$ cat config.mk
export PLATFORM = sky130hd
export DESIGN_NAME = control_unit
export DESIGN_NICKNAME = d
export VERILOG_FILES = /design/src/rtl/cpu_pkg.sv /design/src/rtl/alu8.sv /design/src/rtl/control_unit.sv
export SDC_FILE = /design/constraint.sdc
export NUM_CORES = 1
export LEC_CHECK = 0
export BUFFER_PORTS_ARGS = -buffer_cell sky130_fd_sc_hd__buf_2
export CORE_MARGIN = 2
export CORE_UTILIZATION = 60
export DETAILED_ROUTE_END_ITERATION = 6
export HOLD_SLACK_MARGIN = 0.1
export PLACE_DENSITY_LB_ADDON = 0.08
export SLEW_MARGIN = 15
export SYNTH_ARGS = -nofsm -noshare
export SYNTH_HDL_FRONTEND = slang
export SYNTH_SLANG_ARGS = --single-unit
$ cat constraint.sdc
create_clock -name clk -period 5.4 [get_ports clk]
set_input_delay 0.27 -clock clk [delete_from_list [all_inputs] [get_ports clk]]
set_output_delay 0.27 -clock clk [all_outputs]
set_load 0.01 [all_outputs]
$ cat src/rtl/cpu_pkg.sv
// Shared definitions for the 8-bit CPU control path:
// opcodes, sequencer states and instruction field positions.
package cpu_pkg;

    typedef enum logic [2:0] {
        ST_BOOT,
        ST_FETCH,
        ST_DECODE,
        ST_IMM,
        ST_HALT
    } state_e;

    localparam logic [3:0] OP_NOP  = 4'h0;
    localparam logic [3:0] OP_MOV  = 4'h1;
    localparam logic [3:0] OP_ADD  = 4'h2;
    localparam logic [3:0] OP_SUB  = 4'h3;
    localparam logic [3:0] OP_AND  = 4'h4;
    localparam logic [3:0] OP_OR   = 4'h5;
    localparam logic [3:0] OP_XOR  = 4'h6;
    localparam logic [3:0] OP_NOT  = 4'h7;
    localparam logic [3:0] OP_SHL  = 4'h8;
    localparam logic [3:0] OP_SHR  = 4'h9;
    localparam logic [3:0] OP_LDI  = 4'hA;
    localparam logic [3:0] OP_JZ   = 4'hB;
    localparam logic [3:0] OP_JMP  = 4'hC;
    localparam logic [3:0] OP_HALT = 4'hF;

    localparam int OPC_HI = 7;
    localparam int OPC_LO = 4;
    localparam int RD_HI  = 3;
    localparam int RD_LO  = 2;
    localparam int RS_HI  = 1;
    localparam int RS_LO  = 0;

    function automatic logic is_alu_op(input logic [3:0] op);
        return (op >= OP_MOV) && (op <= OP_SHR);
    endfunction

endpackage

$ cat src/rtl/alu8.sv
// Combinational 8-bit ALU; carry is the ADD carry-out, SUB borrow,
// or the bit shifted out, and zero flags an all-zero result.
module alu8
    import cpu_pkg::*;
(
    input  logic [7:0] a,
    input  logic [7:0] b,
    input  logic [3:0] op,
    output logic [7:0] result,
    output logic       carry,
    output logic       zero
);

    logic [8:0] wide;

    always_comb begin
        wide = '0;
        case (op)
            OP_MOV:  wide = {1'b0, b};
            OP_ADD:  wide = {1'b0, a} + {1'b0, b};
            OP_SUB:  wide = {1'b0, a} - {1'b0, b};
            OP_AND:  wide = {1'b0, a & b};
            OP_OR:   wide = {1'b0, a | b};
            OP_XOR:  wide = {1'b0, a ^ b};
            OP_NOT:  wide = {1'b0, ~b};
            OP_SHL:  wide = {a, 1'b0};
            OP_SHR:  wide = {a[0], 1'b0, a[7:1]};
            default: wide = '0;
        endcase
    end

    assign result = wide[7:0];
    assign carry  = wide[8];
    assign zero   = (wide[7:0] == 8'h00);

endmodule

$ cat src/rtl/control_unit.sv
// Multi-cycle fetch/decode/execute sequencer driving the register
// file; fetches bytes over a req/ready handshake.
module control_unit
    import cpu_pkg::*;
#(
    parameter int                ADDR_W   = 8,
    parameter logic [ADDR_W-1:0] RESET_PC = '0
) (
    input  logic              clk,
    input  logic              reset,
    output logic              mem_req,
    output logic [ADDR_W-1:0] mem_addr,
    input  logic              mem_ready,
    input  logic [7:0]        mem_rdata,
    output logic              write_enable,
    output logic [1:0]        src1,
    output logic [1:0]        src2,
    output logic [1:0]        dest_reg,
    output logic [7:0]        write_data,
    input  logic [7:0]        src1_data,
    input  logic [7:0]        src2_data,
    output logic [ADDR_W-1:0] pc,
    output logic              flag_z,
    output logic              flag_c,
    output logic              halted
);

    state_e            state_q, state_d;
    logic [ADDR_W-1:0] pc_q, pc_d;
    logic [7:0]        ir_q, ir_d;
    logic              z_q, z_d;
    logic              c_q, c_d;

    logic [3:0] opc;
    logic [1:0] rd;
    logic [1:0] rs;
    logic [7:0] alu_res;
    logic       alu_c;
    logic       alu_z;

    assign opc = ir_q[OPC_HI:OPC_LO];
    assign rd  = ir_q[RD_HI:RD_LO];
    assign rs  = ir_q[RS_HI:RS_LO];

    alu8 u_alu (
        .a      (src1_data),
        .b      (src2_data),
        .op     (opc),
        .result (alu_res),
        .carry  (alu_c),
        .zero   (alu_z)
    );

    always_ff @(posedge clk or negedge reset) begin
        if (!reset) begin
            state_q <= ST_BOOT;
            pc_q    <= RESET_PC;
            ir_q    <= '0;
            z_q     <= 1'b0;
            c_q     <= 1'b0;
        end else begin
            state_q <= state_d;
            pc_q    <= pc_d;
            ir_q    <= ir_d;
            z_q     <= z_d;
            c_q     <= c_d;
        end
    end

    always_comb begin
        state_d      = state_q;
        pc_d         = pc_q;
        ir_d         = ir_q;
        z_d          = z_q;
        c_d          = c_q;
        mem_req      = 1'b0;
        mem_addr     = '0;
        write_enable = 1'b0;
        src1         = '0;
        src2         = '0;
        dest_reg     = '0;
        write_data   = '0;
        halted       = 1'b0;
        unique case (state_q)
            ST_BOOT: state_d = ST_FETCH;
            ST_FETCH: begin
                mem_req  = 1'b1;
                mem_addr = pc_q;
                if (mem_ready) begin
                    ir_d    = mem_rdata;
                    pc_d    = pc_q + ADDR_W'(1);
                    state_d = ST_DECODE;
                end
            end
            ST_DECODE: begin
                src1    = rd;
                src2    = rs;
                state_d = ST_FETCH;
                if (is_alu_op(opc)) begin
                    write_enable = 1'b1;
                    dest_reg     = rd;
                    write_data   = alu_res;
                    if (opc != OP_MOV) begin
                        z_d = alu_z;
                        c_d = alu_c;
                    end
                end else if (opc == OP_LDI || opc == OP_JZ
                             || opc == OP_JMP) begin
                    state_d = ST_IMM;
                end else if (opc == OP_HALT) begin
                    state_d = ST_HALT;
                end
            end
            ST_IMM: begin
                mem_req  = 1'b1;
                mem_addr = pc_q;
                if (mem_ready) begin
                    pc_d    = pc_q + ADDR_W'(1);
                    state_d = ST_FETCH;
                    if (opc == OP_LDI) begin
                        write_enable = 1'b1;
                        dest_reg     = rd;
                        write_data   = mem_rdata;
                    end else if (opc == OP_JMP
                                 || (opc == OP_JZ && z_q)) begin
                        pc_d = ADDR_W'(mem_rdata);
                    end
                end
            end
            ST_HALT: halted = 1'b1;
            default: state_d = ST_BOOT;
        endcase
    end

    assign pc     = pc_q;
    assign flag_z = z_q;
    assign flag_c = c_q;

endmodule

[Word-level counts from Yosys, hierarchy flattened]
Cells that the tools add are included.
Word-level totals
  register bits: 21
  input bits: 27
  output and inout port bits: 35
Cells by class
  add/sub/neg operators: 3
  order comparisons: 2
  equal/unequal tests: 20
  mux-type cells: 29
  bitwise operators: 5
  reduce and logical (&&, ||, !) cells: 13
Operator list (count)
  9-bit case mux with 9 select lines: 1
  8-bit 2-to-1 mux: 8
  8-bit case mux with 2 select lines: 2
  4-bit == test, second input constant: 6
  4-bit by 3-bit == test with 1-bit output, second input constant: 4
  3-bit 2-to-1 mux: 5
  3-bit case mux with 5 select lines: 1
  2-bit 2-to-1 mux: 5
  8-bit by 8-bit adder with 9-bit output: 1
  3-bit AND reduction: 3
  8-bit by 8-bit subtractor with 9-bit output: 1
  8-bit by 1-bit adder with 8-bit output, second input constant: 1
  8-bit AND: 1
  4-bit by 2-bit == test with 1-bit output, second input constant: 2
  8-bit logical NOT: 1
  8-bit NOT: 1
  8-bit bitwise OR: 1
  8-bit XOR: 1
  3-bit by 2-bit == test with 1-bit output, second input constant: 2
  1-bit 2-to-1 mux: 5
  4-bit by 1-bit == test with 1-bit output, second input constant: 1
  4-bit by 1-bit greater-or-equal comparator with 1-bit output, second input constant: 1
  4-bit less-or-equal comparator, second input constant: 1
  2-bit != test, second input constant: 2
  12 further kinds: 15

[Depth between registers and ports, before layout]
  depth after elaboration: 7
  depth in mapped cells: 13
  mapped depth without buffers: 13

[Cells and area by module]
A second synthesis with hierarchy kept.
Unflattened totals
  cell total of the unflattened synthesis: 333
  area total of the unflattened synthesis: 2768.9 µm²
Modules (own cells, without submodules)
  alu8: instances 1, cells an instance 200, area each 1433.9 µm²
  control_unit: instances 1, cells an instance 133, area each 1335.0 µm²

[Worst setup path after synthesis]
No wires, ideal clock.
  kind: register to output
  start: reg ir_q[6]
  end: out write_data[7]
  arrival time: 2719 ps
  path slack: 2411 ps
  cell stages (with the launch flop): 12
  path through: dfrtp_1 > inv_2 > nand3_1 > nor2_1 > mux2i_1 > ha_1 > nor2b_1 > o31a_1 > o41ai_2 > mux2i_1 > a21o_1 > a22o_1
On the way
  longest elaborated chain between the ends: 4
  elaborated cells between the ends (all ways): 18
  those cells by class: 2 x order compare; 10 x eq/ne; 5 x mux; 1 x reduce/logical
Ends and longest elaborated chain
  start: declaration: line control_unit.sv:30  | logic [7:0] ir_q, ir_d;
  start signal: assignment: line control_unit.sv:64  | ir_q <= ir_d;
  4-bit == test (tied with other cells): line alu8.sv:18  | case (op)
  9-bit case mux with 9 select lines (tied with other cells): line alu8.sv:18
  8-bit 2-to-1 mux (on tied branches): line control_unit.sv:99, control_unit.sv:117
  8-bit case mux with 2 select lines (*): line control_unit.sv:84  | unique case (state_q)
  end: declaration: line control_unit.sv:19  | output logic [7:0] write_data,
Mark *: on every way between the ends. The rest lies on a longest branch, timed or not.

[Final worst setup path]
  start: reg ir_q[5]
  end: out write_data[6]
Same word-level chain as after synthesis.

==> qor_table.md <==
| Item | Value | Unit |
|:---|:---|:---|
| DRC violation total after the first TritonRoute iteration | 251 | - |
| Simple-gate share of the synthesized area | 22.89 | % |
| Floorplan die height | 71.02 | um |
| CTS Buf Count | 3 | - |
| Vias after detailed routing | 2743 | - |
| Chip Width | 71.02 | um |
| Area growth syn-to-layout | 11.88 | % |
| Maximum clock skew at final layout | 0.01145 | ns |
| Final min period | 4.268 | ns |
| Gate count of the mapped netlist | 343 | - |
| Share of synthesized area spent on multiplexers | 7.753 | % |
| Worst Setup Path Type | reg2out | - |
| Switching power share of the total | 52.32 | % |
| Initial antenna violation count | 0 | - |
| Ratio of final minimum period to clock period | 79.03 | % |
| Synthesized area per cell | 7.857 | um2 |
| Final Setup Violations | 0 | - |
| CORE AREA | 0.004354 | mm2 |
| Share of final-layout standard cells stronger than drive strength 1 | 21.63 | % |
| Maximum resistive drop on vdd | 0.3214 | mV |
| Clock-pin slew reported for the worst setup and hold paths after clock tree synthesis | 0.08 | ns |
| Maximum clock path buffer count | 2 | - |
| Number of enable flip-flop cells after synthesis | 0 | - |
| Pins Over Slew Limit | 0 | - |
| Library cells used by synthesis | 62 | - |
| DIE AREA | 0.005044 | mm2 |
| Crit path required time | 5.13 | ns |
| Vias in the first global route | 2442 | - |
| Slew HR | 46.73 | % |
| Detailed Routing Iterations Pass 1 | 5 | - |
| Setup_tns | 0 | ns |
| CTS H-tree lvls | 1 | - |
| Startpoint type of the worst setup path | register | - |
| Post-synth design cell area | 0.002695 | mm2 |
| Number of diodes | 0 | - |
| Highest achievable clock rate | 234.3 | MHz |
| Avg Vias per Cell | 6.164 | - |
| Cell Rows | 24 | - |
| Setup ws final | 1.132 | ns |
| Flop and latch count out of synthesis | 21 | - |
| Total routing usage reported by global routing | 29.84 | % |
| Leakage dissipation | 1.444 | nW |
| WL/cell | 16.64 | um |
| Async S/R FF share, synth | 100.0 | % |
| Number of gates resized after cts | 0 | - |
| Clock tree from TritonCTS | yes | - |
| Post-route core utilization | 69.25 | % |
| Hold depth | 2 | - |
| Final hold slack | 0.2493 | ns |
| Final weighted congestion in routability-driven placement | 0.9192 | - |
| Maximum fanout count along the critical path | 25 | - |
| Initial Util | 61.90 | % |
| Half-perimeter wire length of the detailed placement result | 5836 | um |
| Count of endpoints failing hold in the final timing report | 0 | - |
| PnR Total Power | 0.001434 | W |
| Root Driver | clkbuf_8 | - |
| Warning count from the yosys run | 0 | - |
| Remaining routing DRC violations | 0 | - |
| Internal power | 0.0006839 | W |
| Transition time at the pin with the least slew margin | 0.7960 | ns |
| Clock network fraction of design power | 7.3 | % |
| RSZ-0062 raised after global routing | false | - |
| Fraction of the mapped netlist area in adder cells | 12.81 | % |
| GRT overflow | 0 | - |
| Seq/Total Area, Yosys | 19.50 | % |
| First-pass GRT wire length | 12130 | um |
| # Max-Cap Violations | 0 | - |
| Power density relative to cell area | 475.7 | mW/mm2 |
| Compound-gate portion of the synthesized area | 25.86 | % |
| CP Capture Type | output pin | - |
| Share of total power in combinational logic | 65.9 | % |
| NetSw | 0.0007505 | W |
| Worst setup timing slack at the placement stage | 1.495 | ns |
| Flip-flop cell with the highest count after synthesis | dfrtp_1 | - |
| Sink count of the clock tree | 21 | - |
| Hold Crit Class | in2reg | - |
| Main combinational cell family by area after synthesis | compound AO/OA/AOI/OAI gates | - |
| Synth Net Count | 397 | - |
| Outcome | completed | - |
| Pin count of the biggest net entering global routing | 26 | - |
| Total detailed-routing wirelength | 7403 | um |
| Arr. time, crit path | 4.00 | ns |
| Quantity of I/O buffers inserted on ports | 61 | - |
| Sequential power share | 26.8 | % |
| Final net count | 448 | - |
| Post-DRT Antenna Nets | 0 | - |
| XOR/XNOR Fraction of Synth Area | 3.250 | % |
| FILL cells | 403 | - |
| Skew-Pair Late Insertion Delay | 0.27 | ns |
| Ports | 62 | - |
| Count of cells along the worst register-to-register path | 11 | - |
## power groups by stage
stage          Sequential (W)  Clock (W)  Combinational, W
3_3_place_gp         0.000378          0          0.000920
2_1_floorplan        0.000310          0          0.000765
4_1_cts              0.000380   0.000107          0.000938
3_5_place_dp         0.000383          0          0.000932
6_report             0.000384   0.000105          0.000945
5_1_grt              0.000403   0.000112           0.00105
## synth_stat cells (4+ instances only)
| cell | instances | area [um2] |
|---|---|---|
| nand2_1 | 28 | 105.1 |
| o21ai_0 | 28 | 140.1 |
| ha_1 | 26 | 325.3 |
| inv_1 | 26 | 97.59 |
| dfrtp_1 | 21 | 525.5 |
| a21oi_1 | 20 | 100.1 |
| nor2_1 | 20 | 75.07 |
| and2_1 | 13 | 81.33 |
| mux2i_1 | 13 | 130.1 |
| nand3_1 | 12 | 60.06 |
| buf_2 | 8 | 40.04 |
| xnor2_1 | 8 | 70.07 |
| a31oi_1 | 7 | 43.79 |
| mux2_2 | 7 | 78.83 |
| nor3_1 | 6 | 30.03 |
| a22o_1 | 5 | 43.79 |
| a22oi_1 | 5 | 37.54 |
| nand2b_1 | 5 | 31.28 |
| o21ai_1 | 5 | 25.02 |
| o22ai_1 | 5 | 31.28 |
| a211oi_1 | 4 | 30.03 |
| and3_1 | 4 | 25.02 |
| buf_6 | 4 | 45.04 |
| nand4_1 | 4 | 25.02 |
| nor2b_1 | 4 | 25.02 |
## worst paths after layout
check	startpoint	endpoint	slack [ns]
max	ir_q[5]$_DFFE_PN0P_	write_data[6]	1.13
min reg2reg	ir_q[0]$_DFFE_PN0P_	ir_q[0]$_DFFE_PN0P_	0.51
max in group asynchronous	reset	flag_c$_DFFE_PN0P_	4.53
max reg2reg	ir_q[5]$_DFFE_PN0P_	flag_c$_DFFE_PN0P_	1.53
min	mem_ready	state_q[0]$_DFFE_PN0P_	0.25
min in group asynchronous	reset	pc[7]$_DFFE_PN0P_	0.51
## per-stage QoR
step                      cell area [um2]  instances
after floorplan                      2695        343
after global placement               2960        440
after detailed placement             2960        440
after CTS                            3015        445
after global routing                 3015        445
final                                3015        445
## sequential cells by signal, indices dropped and copies added (netlist names)
register / count
flag_c: 1
flag_z: 1
ir_q: 8
pc: 8
state_q: 3
## worst max-delay path, cell delays in order, from the launching register on
cell and delay (ns):
dfrtp_1 0.81, nand3_1 0.31, nor2_1 0.47, mux2i_1 0.21, fa_1 0.49, a211oi_1 0.48, o31ai_1 0.14, o21ai_0 0.24
o211ai_1 0.18, a22o_1 0.23, buf_2 0.15
## metal layers
layer | vias up | GRT usage [%] | routed length [um]
met1 | 1270 | 46.50 | 3514
met5 | - | 0 | 0
met4 | 0 | 4.193 | 36
li1 | 1355 | - | -
met3 | 4 | 4.701 | 522
met2 | 114 | 44.44 | 3330
## cell type report
type	instances	area, um2	area share [%]
clock buffer	4	45.04	1.494
inverter	29	108.9	3.610
multi-input combinational	277	1956	64.85
sequential	21	525.5	17.43
tap	52	65.06	2.158
timing repair buffer	62	315.3	10.46
## cell usage in the layout, fill, tap and decap left out, types with 12 or more instances in the layout
cell type,synthesis,layout
dfrtp_1,21,21
and2_1,13,13
a21oi_1,20,20
ha_1,26,26
mux2i_1,13,13
nand2_1,28,28
nor2_1,20,20
nand3_1,12,12
inv_1,26,26
buf_2,8,61
o21ai_0,28,28
## what timing repair did
item / 4_1_cts / 5_1_grt
buffers inserted: 0 / 0
endpoints found under the setup margin: 0 / 0
endpoints found under the hold margin: 21 / 0
hold buffers: 1 / 0
## cells by family after synthesis
group                      after synthesis
DFF                                     21
adders and majority gates               27
xor gates and xnor gates                10
buffers and inverters                   45
AOI/OAI and AO/OA                      106
muxes                                   20
and+or+nand+nor                        114
Power figures use the tool's default switching activity.
